===== config.mk =====
export PLATFORM = sky130hd
export DESIGN_NAME = trigger_request_gen
export DESIGN_NICKNAME = d
export VERILOG_FILES = /design/src/rtl/mopshub_pkg.sv /design/src/rtl/gap_timer.sv /design/src/rtl/trigger_request_gen.sv
export SDC_FILE = /design/constraint.sdc
export NUM_CORES = 1
export LEC_CHECK = 0
export BUFFER_PORTS_ARGS = -buffer_cell sky130_fd_sc_hd__clkbuf_2
export CORE_AREA = 2 2 135 97
export DETAILED_ROUTE_END_ITERATION = 6
export DIE_AREA = 0 0 137 99
export PLACE_DENSITY = 0.48
export SLEW_MARGIN = 20
export SYNTH_ARGS = -nofsm -noshare
export SYNTH_HDL_FRONTEND = slang
export SYNTH_SLANG_ARGS = --single-unit

===== constraint.sdc =====
create_clock -name clk -period 2.5 [get_ports clk]
set_clock_uncertainty 0.1 [all_clocks]
set_input_delay 0.125 -clock clk [delete_from_list [all_inputs] [get_ports clk]]
set_output_delay 0.125 -clock clk [all_outputs]
set_load 0.02 [all_outputs]

===== src/rtl/mopshub_pkg.sv =====
// Shared mopshub definitions for the trigger request generator.
// Holds the FSM state encoding, the default widths and timeout, and a
// small constant helper used to size internal counters.
package mopshub_pkg;

   // Trigger request FSM states; exported on dbg_state for checkers.
   typedef enum logic [2:0] {
      ST_IDLE     = 3'd0,
      ST_REQ      = 3'd1,
      ST_WAIT_ACK = 3'd2,
      ST_GAP      = 3'd3,
      ST_DONE     = 3'd4
   } trg_state_e;

   localparam int TRG_CNT_W    = 8;     // request index / total / trigger counter width
   localparam int TRG_PERIOD_W = 16;    // inter-request gap width
   localparam int TRG_TIMEOUT  = 1024;  // ack wait budget in cycles (>= 2)

   function automatic int trg_max(input int a, input int b);
      return (a > b) ? a : b;
   endfunction

endpackage


===== src/rtl/gap_timer.sv =====
// gap_timer: loadable down-counter shared by the GAP and WAIT_ACK phases.
// Ports:
//   clk, rst     clock, synchronous active-low reset
//   load         load load_val this cycle (has priority over count)
//   load_val     value to load
//   count        decrement this cycle (saturates at zero)
//   expired      high while the counter holds 1, i.e. in the last cycle of
//                a window of load_val counting cycles
module gap_timer #(
   parameter int W = 16
) (
   input  logic         clk,
   input  logic         rst,
   input  logic         load,
   input  logic [W-1:0] load_val,
   input  logic         count,
   output logic         expired
);

   logic [W-1:0] cnt;

   always_ff @(posedge clk) begin
      if (!rst) begin
         cnt <= '0;
      end else if (load) begin
         cnt <= load_val;
      end else if (count && (cnt != '0)) begin
         cnt <= cnt - W'(1);
      end
   end

   // Loading N and counting gives exactly N cycles with expired on the Nth.
   assign expired = (cnt == W'(1));

endmodule


===== src/rtl/trigger_request_gen.sv =====
// trigger_request_gen: issues cycles of n_req trigger requests, each one
// waiting for a consumer ack (or timing out) and separated by a
// programmable idle gap.
//
// Ports:
//   clk, rst      clock, synchronous active-low reset
//   enable        level; 1 runs request cycles back to back, 0 stops after
//                 the outstanding request
//   period        idle cycles between ack and next request (0 acts as 1)
//   n_req         requests per cycle (0 = do not start)
//   ack           one-cycle pulse: current request serviced
//   clr_err       clears timeout_err (a simultaneous new timeout wins)
//   request_trig  one-cycle trigger pulse
//   req_index     index of the outstanding or next request within the cycle
//   trig_count    request_trig pulses since reset, wrapping
//   busy          high in every state except IDLE
//   cycle_done    one-cycle pulse after the last request of a cycle
//   timeout_err   sticky ack-timeout flag
//   dbg_state     current FSM state
//
// Handshake: request_trig is a pulse, not a held valid. An ack counts only
// while a request is outstanding (the cycles after request_trig rises until
// the request completes); acks at any other time, including the cycle
// request_trig is being registered, are dropped. An ack in the same cycle
// as the timeout counts as a normal ack.
module trigger_request_gen
   import mopshub_pkg::*;
#(
   parameter int CNT_W    = TRG_CNT_W,
   parameter int PERIOD_W = TRG_PERIOD_W,
   parameter int TIMEOUT  = TRG_TIMEOUT
) (
   input  logic                clk,
   input  logic                rst,
   input  logic                enable,
   input  logic [PERIOD_W-1:0] period,
   input  logic [CNT_W-1:0]    n_req,
   input  logic                ack,
   input  logic                clr_err,
   output logic                request_trig,
   output logic [CNT_W-1:0]    req_index,
   output logic [CNT_W-1:0]    trig_count,
   output logic                busy,
   output logic                cycle_done,
   output logic                timeout_err,
   output trg_state_e          dbg_state
);

   // One counter serves both the gap and the ack timeout, so it must hold
   // whichever is larger.
   localparam int TMR_W = trg_max(PERIOD_W, $clog2(TIMEOUT + 1));

   trg_state_e          state;
   logic [PERIOD_W-1:0] period_q;
   logic [CNT_W-1:0]    n_req_q;
   logic                stop_pend;   // enable was seen low while a request was in flight

   logic                tmr_load;
   logic                tmr_count;
   logic [TMR_W-1:0]    tmr_val;
   logic                tmr_expired;

   logic                start_ok;
   logic                req_end;     // outstanding request completes this cycle
   logic                timeout_set;
   logic                last_req;

   function automatic logic [TMR_W-1:0] gap_len(input logic [PERIOD_W-1:0] p);
      return (p == '0) ? TMR_W'(1) : TMR_W'(p);
   endfunction

   assign start_ok    = enable && (n_req != '0);
   assign req_end     = (state == ST_WAIT_ACK) && (ack || tmr_expired);
   assign timeout_set = (state == ST_WAIT_ACK) && tmr_expired && !ack;
   assign last_req    = (req_index == (n_req_q - CNT_W'(1)));
   assign dbg_state   = state;

   // Timer control. The gap value is loaded on the way out of WAIT_ACK and
   // DONE unconditionally; if the FSM goes elsewhere the load is harmless
   // because REQ reloads the timeout before the timer is used again.
   always_comb begin
      tmr_load  = 1'b0;
      tmr_count = 1'b0;
      tmr_val   = '0;
      case (state)
         ST_REQ: begin
            tmr_load = 1'b1;
            tmr_val  = TMR_W'(TIMEOUT);
         end
         ST_WAIT_ACK: begin
            if (req_end) begin
               tmr_load = 1'b1;
               tmr_val  = gap_len(period_q);
            end else begin
               tmr_count = 1'b1;
            end
         end
         ST_GAP: begin
            tmr_count = 1'b1;
         end
         ST_DONE: begin
            tmr_load = 1'b1;
            tmr_val  = gap_len(period);
         end
         default: begin
         end
      endcase
   end

   gap_timer #(
      .W (TMR_W)
   ) u_gap_timer (
      .clk      (clk),
      .rst      (rst),
      .load     (tmr_load),
      .load_val (tmr_val),
      .count    (tmr_count),
      .expired  (tmr_expired)
   );

   always_ff @(posedge clk) begin
      if (!rst) begin
         state        <= ST_IDLE;
         period_q     <= '0;
         n_req_q      <= '0;
         stop_pend    <= 1'b0;
         request_trig <= 1'b0;
         req_index    <= '0;
         trig_count   <= '0;
         busy         <= 1'b0;
         cycle_done   <= 1'b0;
         timeout_err  <= 1'b0;
      end else begin
         request_trig <= 1'b0;
         cycle_done   <= 1'b0;

         if (timeout_set) begin
            timeout_err <= 1'b1;
         end else if (clr_err) begin
            timeout_err <= 1'b0;
         end

         case (state)
            ST_IDLE: begin
               if (start_ok) begin
                  period_q  <= period;
                  n_req_q   <= n_req;
                  req_index <= '0;
                  stop_pend <= 1'b0;
                  busy      <= 1'b1;
                  state     <= ST_REQ;
               end
            end

            ST_REQ: begin
               request_trig <= 1'b1;
               trig_count   <= trig_count + CNT_W'(1);
               if (!enable) begin
                  stop_pend <= 1'b1;
               end
               state <= ST_WAIT_ACK;
            end

            ST_WAIT_ACK: begin
               if (!enable) begin
                  stop_pend <= 1'b1;
               end
               if (req_end) begin
                  if (stop_pend || !enable) begin
                     // Stop requested: finish quietly, no cycle_done.
                     req_index <= '0;
                     busy      <= 1'b0;
                     state     <= ST_IDLE;
                  end else if (last_req) begin
                     req_index  <= '0;
                     cycle_done <= 1'b1;
                     state      <= ST_DONE;
                  end else begin
                     req_index <= req_index + CNT_W'(1);
                     state     <= ST_GAP;
                  end
               end
            end

            ST_GAP: begin
               if (!enable) begin
                  req_index <= '0;
                  busy      <= 1'b0;
                  state     <= ST_IDLE;
               end else if (tmr_expired) begin
                  state <= ST_REQ;
               end
            end

            ST_DONE: begin
               if (start_ok) begin
                  // Back-to-back cycle: new settings, first request after a gap.
                  period_q  <= period;
                  n_req_q   <= n_req;
                  stop_pend <= 1'b0;
                  state     <= ST_GAP;
               end else begin
                  busy  <= 1'b0;
                  state <= ST_IDLE;
               end
            end

            default: begin
               req_index <= '0;
               busy      <= 1'b0;
               state     <= ST_IDLE;
            end
         endcase
      end
   end

endmodule


After elaboration in Yosys (flattened, before gate mapping)

Cells that the tools add are included.

Output and inout bits: 23
Bits in registers: 64
Bits of input ports: 29
Logic and storage cells: 97

Bitwise gates (word level): 5
Add/subtract/negate cells: 4
Mux-type cells: 37
Equality and inequality tests: 14
Reductions and logical operators: 26

Operators by type and width:

| operator                                                               | count |
|---|---|
| 16-bit 2-to-1 mux                                                      | 5 |
| 16-bit case mux with 3 select lines                                    | 1 |
| 8-bit 2-to-1 mux                                                       | 5 |
| 16-bit zero test                                                       | 2 |
| 8-bit case mux with 4 select lines                                     | 1 |
| 3-bit 2-to-1 mux                                                       | 6 |
| 8-bit by 1-bit adder with 8-bit output, second input constant          | 2 |
| 16-bit by 1-bit equality test with 1-bit output, second input constant | 1 |
| 16-bit nonzero test                                                    | 1 |
| 16-bit by 1-bit subtractor with 16-bit output, second input constant   | 1 |
| 3-bit case mux with 5 select lines                                     | 1 |
| 1-bit 2-to-1 mux                                                       | 13 |
| 2-bit inequality test, second input constant                           | 5 |
| 8-bit equality test                                                    | 1 |
| 8-bit nonzero test                                                     | 1 |
| 8-bit by 1-bit subtractor with 8-bit output, second input constant     | 1 |
| 3-bit by 2-bit equality test with 1-bit output, second input constant  | 2 |
| 1-bit case mux with 2 select lines                                     | 3 |
| 3-bit AND reduction                                                    | 2 |
| 6-bit AND reduction                                                    | 1 |
| 2-bit nonzero test                                                     | 3 |
| 2-bit OR reduction                                                     | 3 |
| 1-bit logical AND                                                      | 5 |
| 1-bit inverter                                                         | 5 |
| other kinds (12)                                                       | 15 |

Logic depth before layout (Yosys ltp)

Gate-level depths: netlist of the first run.

Depth in word-level cells: 8
Depth in mapped cells: 9
Gate-level depth less buffers: 8

Hierarchy

A second synthesis of the first run with hierarchy kept.

Cells, all modules: 415
Area, all modules: 3517.1 µm²

Modules (own cells, without submodules):

| module              | cells each | sequential area each (µm²) | instances | area each (µm²) |
|---|---|---|---|---|
| trigger_request_gen | 292        | 960.9                      | 1         | 2533.7 |
| gap_timer           | 123        | 320.3                      | 1         | 983.4 |

Least setup slack after synthesis of the first run

Ideal clock, no wire load.

Path type: register -> register
From: register n_req_q[0]
To: register req_index[0]
Period minus slack after synthesis: 2.204 ns
Arrival: 1.972 ns
Required time: 2.267 ns
Path buffers: 0
Path slack: 0.296 ns
Cell stages (with the launch flop): 9
Setup time: 0.133 ns
Path through: dfxtp_1 -> inv_1 -> ha_1 -> xnor2_1 -> xnor2_1 -> or3_1 -> o31a_1 -> a211oi_4 -> nor3_1

Longest elaborated chain between the ends: 6

RTL lines:

| what                                        | line                       | RTL |
|---|---|---|
| start: declaration                          | trigger_request_gen.sv:55  | `logic [CNT_W-1:0] n_req_q;` |
| start signal: assignment                    | trigger_request_gen.sv:147 | `n_req_q <= n_req;` |
| start signal: assignment                    | trigger_request_gen.sv:199 | `n_req_q <= n_req;` |
| 8-bit by 1-bit subtractor with 8-bit output | trigger_request_gen.sv:75  | `assign last_req = (req_index == (n_req_q - CNT_W'(1)));` |
| 8-bit equality test                         | trigger_request_gen.sv:75  |  |
| 8-bit 2-to-1 mux                            | trigger_request_gen.sv:174 | `end else if (last_req) begin` |
| 8-bit 2-to-1 mux                            | trigger_request_gen.sv:169 | `if (stop_pend \|\| !enable) begin` |
| 8-bit 2-to-1 mux                            | trigger_request_gen.sv:168 | `if (req_end) begin` |
| 8-bit case mux with 4 select lines          | trigger_request_gen.sv:143 | `case (state)` |
| end signal: assignment                      | trigger_request_gen.sv:179 | `req_index <= req_index + CNT_W'(1);` |
| end: declaration                            | trigger_request_gen.sv:41  | `output logic [CNT_W-1:0] req_index,` |

Every way passes these cells. The select of a mux whose other input is x is not followed.
A chain may end at the register's enable or synchronous reset.

Worst setup path in the final report of the first run

From: input port n_req[3]
To: register period_q[3]

Longest elaborated chain between the ends: 3

RTL lines:

| what                          | line                       | RTL |
|---|---|---|
| start: declaration            | trigger_request_gen.sv:37  | `input logic [CNT_W-1:0] n_req,` |
| 8-bit nonzero test            | trigger_request_gen.sv:72  | `assign start_ok = enable && (n_req != '0);` |
| 1-bit logical AND             | trigger_request_gen.sv:72  |  |
| 2-bit AND reduction (no line) | --                         |  |
| end signal: assignment        | trigger_request_gen.sv:146 | `period_q <= period;` |
| end signal: assignment        | trigger_request_gen.sv:198 | `period_q <= period;` |
| end: declaration              | trigger_request_gen.sv:54  | `logic [PERIOD_W-1:0] period_q;` |

Every way passes these cells.

==> flow_summary.toml, run 1 <==
[status]
status = "complete, no violations"

[synthesis]
synth_adder_area_share = 0.0173
synth-xor-area-share = 0.0678
ys_types = 63
synth_top_family_by_area = "simple AND/OR/NAND/NOR gates"
synth_flop_cell = "dfxtp_1"
syn_avg_cell_area_um2 = 8.70
synth_compound_area_frac = 0.180
synth_edf_count = 0
synth_area_um2 = 3620
syn-num-nets = 450
muxShareOfSynthArea = 0.0719
ys_seq_elements = 64
yosysSeqAreaShare = 0.354
synth_warnings = 0
postSynthCellCount = 416
yosys.area_share.simple = 0.266
synthArstFlopShare = 0

[power]
leakagePower_nw = 1.96
powerDensity_nw_per_um2 = 1280
swShare = 0.416
seq_power_share = 0.256
pwr-share-clk = 0.236
p_comb_frac = 0.508
peakVddDrop_mv = 0.580
p_int_mw = 3.55
p_switching_mw = 2.53
total_power_mw = 6.07

[routing]
totalWireLength_um = 11200
vias = 3522
drtIter0Drc = 309
postRouteAntennaNets = 0
wire_per_inst_um = 16.5
vias_per_cell = 5.21
drt_pass1_iterations = 5
post-route-drc-count = 0

[timing]
grt_setup_unrepaired = "false"
setup_viol = 0
hold_viol = 0
max_freq_mhz = 427
timing.final.crit_share = 0.936
worstMarginPinSlew_ps = 644
setup_tns_ps = 0
fin_crit_ps = 2340
slew_headroom = 0.570
slew_violations = 0

[critical_path]
cp.arrival_ps = 2440
ff2ff_path_depth = 9
critPathLaunchType = "primary input"
critPathCaptureType = "flop"
critical_path_class = "in2reg"
critPathSlowestCell = "or4_1"
rr_endpoint = "u_gap_timer.cnt[6]"
crit_required_ps = 2600
crit_chain = "dlygate4sd3_1, clkbuf_2, or4_1, o21ai_2, or3_1, buf_4, mux2i_1, nor2_1"
r2r_slack_ps = 230
reg2reg_from = "u_gap_timer.cnt[1]"
path_max_fanout = 16
max_stage_delay_ps = 610

[placed_design]
dp.final_hpwl_um = 8330
portBuffers = 51
dp.cells = 636
gp_congestion = 0.891

[cts]
numCtsBuffers = 9
clock_sinks = 64
cts_buffer_depth = 2
cts_root_buffer = "clkbuf_16"
clkLatencyLatePin_ps = 340
cts_resized = 0
clk_pin_slew_worst_paths_ps = 50
cts_tree = "done"
cts_max_level = 3

[floorplanning]
start_util = 0.295
die_height_um = 99
die_x_um = 137
ioPinCount = 52
core_um2 = 12300
die_area_um2 = 13600
num_rows = 34

[layout]
final_cell_mix = "dfxtp_1 (64), nor2_1 (53), clkbuf_2 (51)"
final_util = 0.387
final_common_cell = "dfxtp_1"
fin_cells = 676
antenna_cells = 0
final_net_count = 543
area_growth_pct = 30.9
drive_above_1_share = 0.214

[min_path]
hold_depth = 3
hp-start = "period[12]"
min_path_type = "in2reg"
min_to = "period_q[12]"

[global_route]
grt_max_degree = 33
grt_pass1_wl_um = 17800
antenna_found_initial = 0
grtUsageTotal = 0.171
grt_remaining_overflow = 0
grt_pass1_vias = 3290

[run]
max-cap-violations = 0
Yosys cell counts (4+ instances only):
master     n  area (µm²)
dfxtp_1   64        1280
nor2_1    53         199
mux2i_1   26         260
nand2_1   25        93.8
xor2_1    18         158
a21oi_1   16        80.1
nor3_1    16        80.1
o21ai_0   16        80.1
nor4_1    13        81.3
inv_1     11        41.3
nand4_1   10        62.6
xnor2_1   10        87.6
a31oi_1    9        56.3
nand3_1    9        45.0
nand2b_1   7        43.8
buf_2      6        30.0
nor2b_1    6        37.5
a221oi_1   5        43.8
a22oi_1    5        37.5
clkbuf_1   5        18.8
ha_1       5        62.6
nor3b_1    5        37.5
or3_1      5        31.3
and2_1     4        25.0
and3_1     4        25.0
buf_6      4        45.0
per-stage QoR:
stage | hold WS (ps) | setup WS [ps] | area (µm²)
finish | 21.4 | 161 | 4740
global route | 17.4 | 20.8 | 4740
CTS | 9.78 | 75.2 | 4720
detailed placement | 279 | 73.7 | 4150
global placement | 278 | 145 | 4150
floorplan | 169 | 296 | 3620
logic make-up (layout without fill, tap and decap cells):
| kind of cell | count (synthesis) | in the layout |
|---|---|---|
| xor gates and xnor gates | 28 | 28 |
| adders and majority gates | 5 | 5 |
| muxes | 26 | 26 |
| AOI/OAI and AO/OA | 88 | 88 |
| DFF | 64 | 64 |
| buffers and inverters | 30 | 128 |
| and+or+nand+nor | 175 | 175 |
layout make-up:
| class | count | area [µm²] |
|---|---|---|
| sequential | 64 | 1280 |
| multi-input combinational | 322 | 2180 |
| inverter | 12 | 45.0 |
| clock inverter | 6 | 108 |
| fill | 1264 | 7510 |
| timing repair buffer | 100 | 693 |
| tap | 162 | 203 |
| clock buffer | 10 | 229 |
worst max-delay path, delay by kind of cell:
kind            cells  cell delay (ps)
mux                 1              230
buf+inv             3              920
simple gates        3              840
compound gates      1              310
sequential cells by signal (all words and copies together) (netlist names):
signal and cells:
stop_pend 1, cycle_done 1, trig_count 8, u_gap_timer.cnt 16, dbg_state 3, timeout_err 1
n_req_q 8, req_index 8, request_trig 1, period_q 16, busy 1
worst max path at each step:
stage | start | end | slack (ps) | cells past startpoint
global route | u_gap_timer.cnt[1] | u_gap_timer.cnt[6] | 20 | 9
finish | n_req[3] | period_q[3] | 160 | 8
floorplan | n_req_q[0] | req_index[0] | 300 | 8
CTS | n_req_q[0] | req_index[7] | 80 | 8
detailed placement | n_req_q[0] | req_index[0] | 70 | 8
global placement | n_req_q[0] | req_index[0] | 150 | 8
power by group through the flow:
stage	clock network [mW]	registers [mW]	logic, mW
2_1_floorplan	0	1.56	2.16
3_3_place_gp	0	1.57	2.97
3_5_place_dp	0	1.57	2.97
4_1_cts	1.47	1.55	3.01
5_1_grt	1.52	1.60	3.41
6_report	1.43	1.56	3.08
layer usage:
metal	vias up	wire length, µm	share of wire	global-route usage
met5	-	0	0	0
met3	11	743	0.067	0.0381
met4	0	142	0.013	0.0539
met2	117	4460	0.40	0.225
li1	1731	-	-	-
met1	1663	5820	0.52	0.268
repair_timing:
action	in CTS	in global routing
buffers inserted	0	1
endpoints found under the hold margin	24	0
hold buffers	23	0
setup endpoints to repair	0	8
(Power assumes the default switching activity.)
==> inputs of run 2 (changes only) <==
--- a/config.mk
+++ b/config.mk
@@ -6,10 +6,10 @@
 export NUM_CORES = 1
 export LEC_CHECK = 0
 export BUFFER_PORTS_ARGS = -buffer_cell sky130_fd_sc_hd__clkbuf_2
-export CORE_AREA = 2 2 135 97
+export CORE_AREA = 2 2 105 77
 export DETAILED_ROUTE_END_ITERATION = 6
-export DIE_AREA = 0 0 137 99
-export PLACE_DENSITY = 0.48
+export DIE_AREA = 0 0 107 79
+export PLACE_DENSITY = 0.71
 export SLEW_MARGIN = 20
 export SYNTH_ARGS = -nofsm -noshare
 export SYNTH_HDL_FRONTEND = slang
==> flow_summary.toml, run 2 (synthesis gave the netlist of run 1 again) <==
[cts]
cts_buffer_depth = 2
cts_tree = "done"
cts_resized = 0
numCtsBuffers = 9
clk_pin_slew_worst_paths_ps = 70
clkLatencyLatePin_ps = 340
clock_sinks = 64
cts_root_buffer = "clkbuf_8"
cts_max_level = 3

[timing]
timing.final.crit_share = 0.945
slew_violations = 0
max_freq_mhz = 423
setup_viol = 0
fin_crit_ps = 2360
setup_tns_ps = 0
hold_viol = 0
grt_setup_unrepaired = "false"
worstMarginPinSlew_ps = 575
slew_headroom = 0.613

[critical_path]
critPathLaunchType = "flop"
crit_required_ps = 2600
cp.arrival_ps = 2460
critPathCaptureType = "flop"
critical_path_class = "reg2reg"
path_max_fanout = 7

[layout]
final_common_cell = "dfxtp_1"
layout.filler_cells = 677
final_net_count = 539
final_cell_mix = "dfxtp_1 (64), nor2_1 (53), clkbuf_2 (51)"
antenna_cells = 0
reg_top3 = "period_q: 16 flops, u_gap_timer.cnt: 16 flops"
area_growth_pct = 24.9
drive_above_1_share = 0.206

[routing]
drt_pass1_iterations = 5
vias = 3662
postRouteAntennaNets = 0
drtIter0Drc = 388
post-route-drc-count = 0
vias_per_cell = 5.99
wire_per_inst_um = 17.6
totalWireLength_um = 10800

[floorplanning]
die_height_um = 79
ioPinCount = 52
start_util = 0.480
die_x_um = 107
die_area_um2 = 8450
num_rows = 27
core_um2 = 7530

[run]
max-cap-violations = 0

[status]
status = "complete, no violations"

[power]
powerDensity_nw_per_um2 = 1240
total_power_mw = 5.61
peakVddDrop_mv = 0.502
leakagePower_nw = 1.88

[placed_design]
dp.final_hpwl_um = 7510
portBuffers = 51
gp_congestion = 0.927

[global_route]
grt_pass1_vias = 3356
grt_remaining_overflow = 0
antenna_found_initial = 0
grtUsageTotal = 0.267
grt_pass1_wl_um = 17600
grt_max_degree = 30

[min_path]
min_path_type = "in2reg"
## run 2: cell types whose count changed in the layout (fill, tap and decap cells not counted), sizes merged
| cell | previous run | this run |
|---|---|---|
| clkinvlp | 1 | 2 |
| buf | 26 | 20 |
| inv | 12 | 13 |
| bufinv | 3 | 1 |
| dlygate4sd3 | 23 | 25 |
## run 2: report_power, final
group	internal, mW	switching [mW]
logic	1.31	1.80
clock network	0.491	0.434
registers	1.26	0.307
total	3.06	2.55
## run 2: path summary, 6_finish.rpt
kind / startpoint / endpoint / slack, ps / depth (start not counted)
setup / recovery: n_req_q[0] / cycle_done / 140 / 7
hold / removal: rst / u_gap_timer.cnt[9] / 80 / 3
setup reg to reg: n_req_q[0] / cycle_done / 140 / 7
hold reg to reg: u_gap_timer.cnt[1] / u_gap_timer.cnt[1] / 400 / 2
## run 2: area by class of cell
cell class	count	area [µm²]	share of cell area
well taps	101	126	0.0280
multi-input cells	322	2180	0.482
clock buffers	10	138	0.0305
repair buffers	96	681	0.151
flip-flops and latches	64	1280	0.284
inverters	12	45.0	0.00997
clock inverters	6	67.6	0.0150
## run 2: critical path: stages, from the launching register on
cell	delay [ps]
dfxtp_1	400
inv_1	60
ha_1	280
xnor2_1	160
xnor2_1	120
or3_1	320
or3_1	340
nor4_1	430
## run 2: per-stage QoR
stage | hold WS (ps) | std cells | util | setup slack [ps] | area, µm²
6_report | 77.5 | 611 | 0.600 | 139 | 4520
5_1_grt | 78.5 | 611 | 0.600 | 43.9 | 4520
4_1_cts | 59.7 | 610 | 0.597 | 69.0 | 4500
3_5_place_dp | 278 | 569 | 0.537 | 114 | 4040
3_3_place_gp | 268 | 569 | 0.537 | 172 | 4040
2_1_floorplan | 169 | 416 | - | 296 | 3620
## run 2: repair_timing
| item | in CTS | in global routing |
|---|---|---|
| setup buffers | 0 | 1 |
| hold buffers | 25 | 0 |
| setup endpoints to repair | 0 | 8 |
| hold endpoints to repair | 25 | 0 |
## run 2: per-layer routing
layer,track usage,up-vias,wire length [µm]
li1,-,1724,-
met1,0.391,1696,5050
met2,0.381,216,4410
met3,0.0862,26,1150
met4,0.0532,0,170
met5,0,-,0
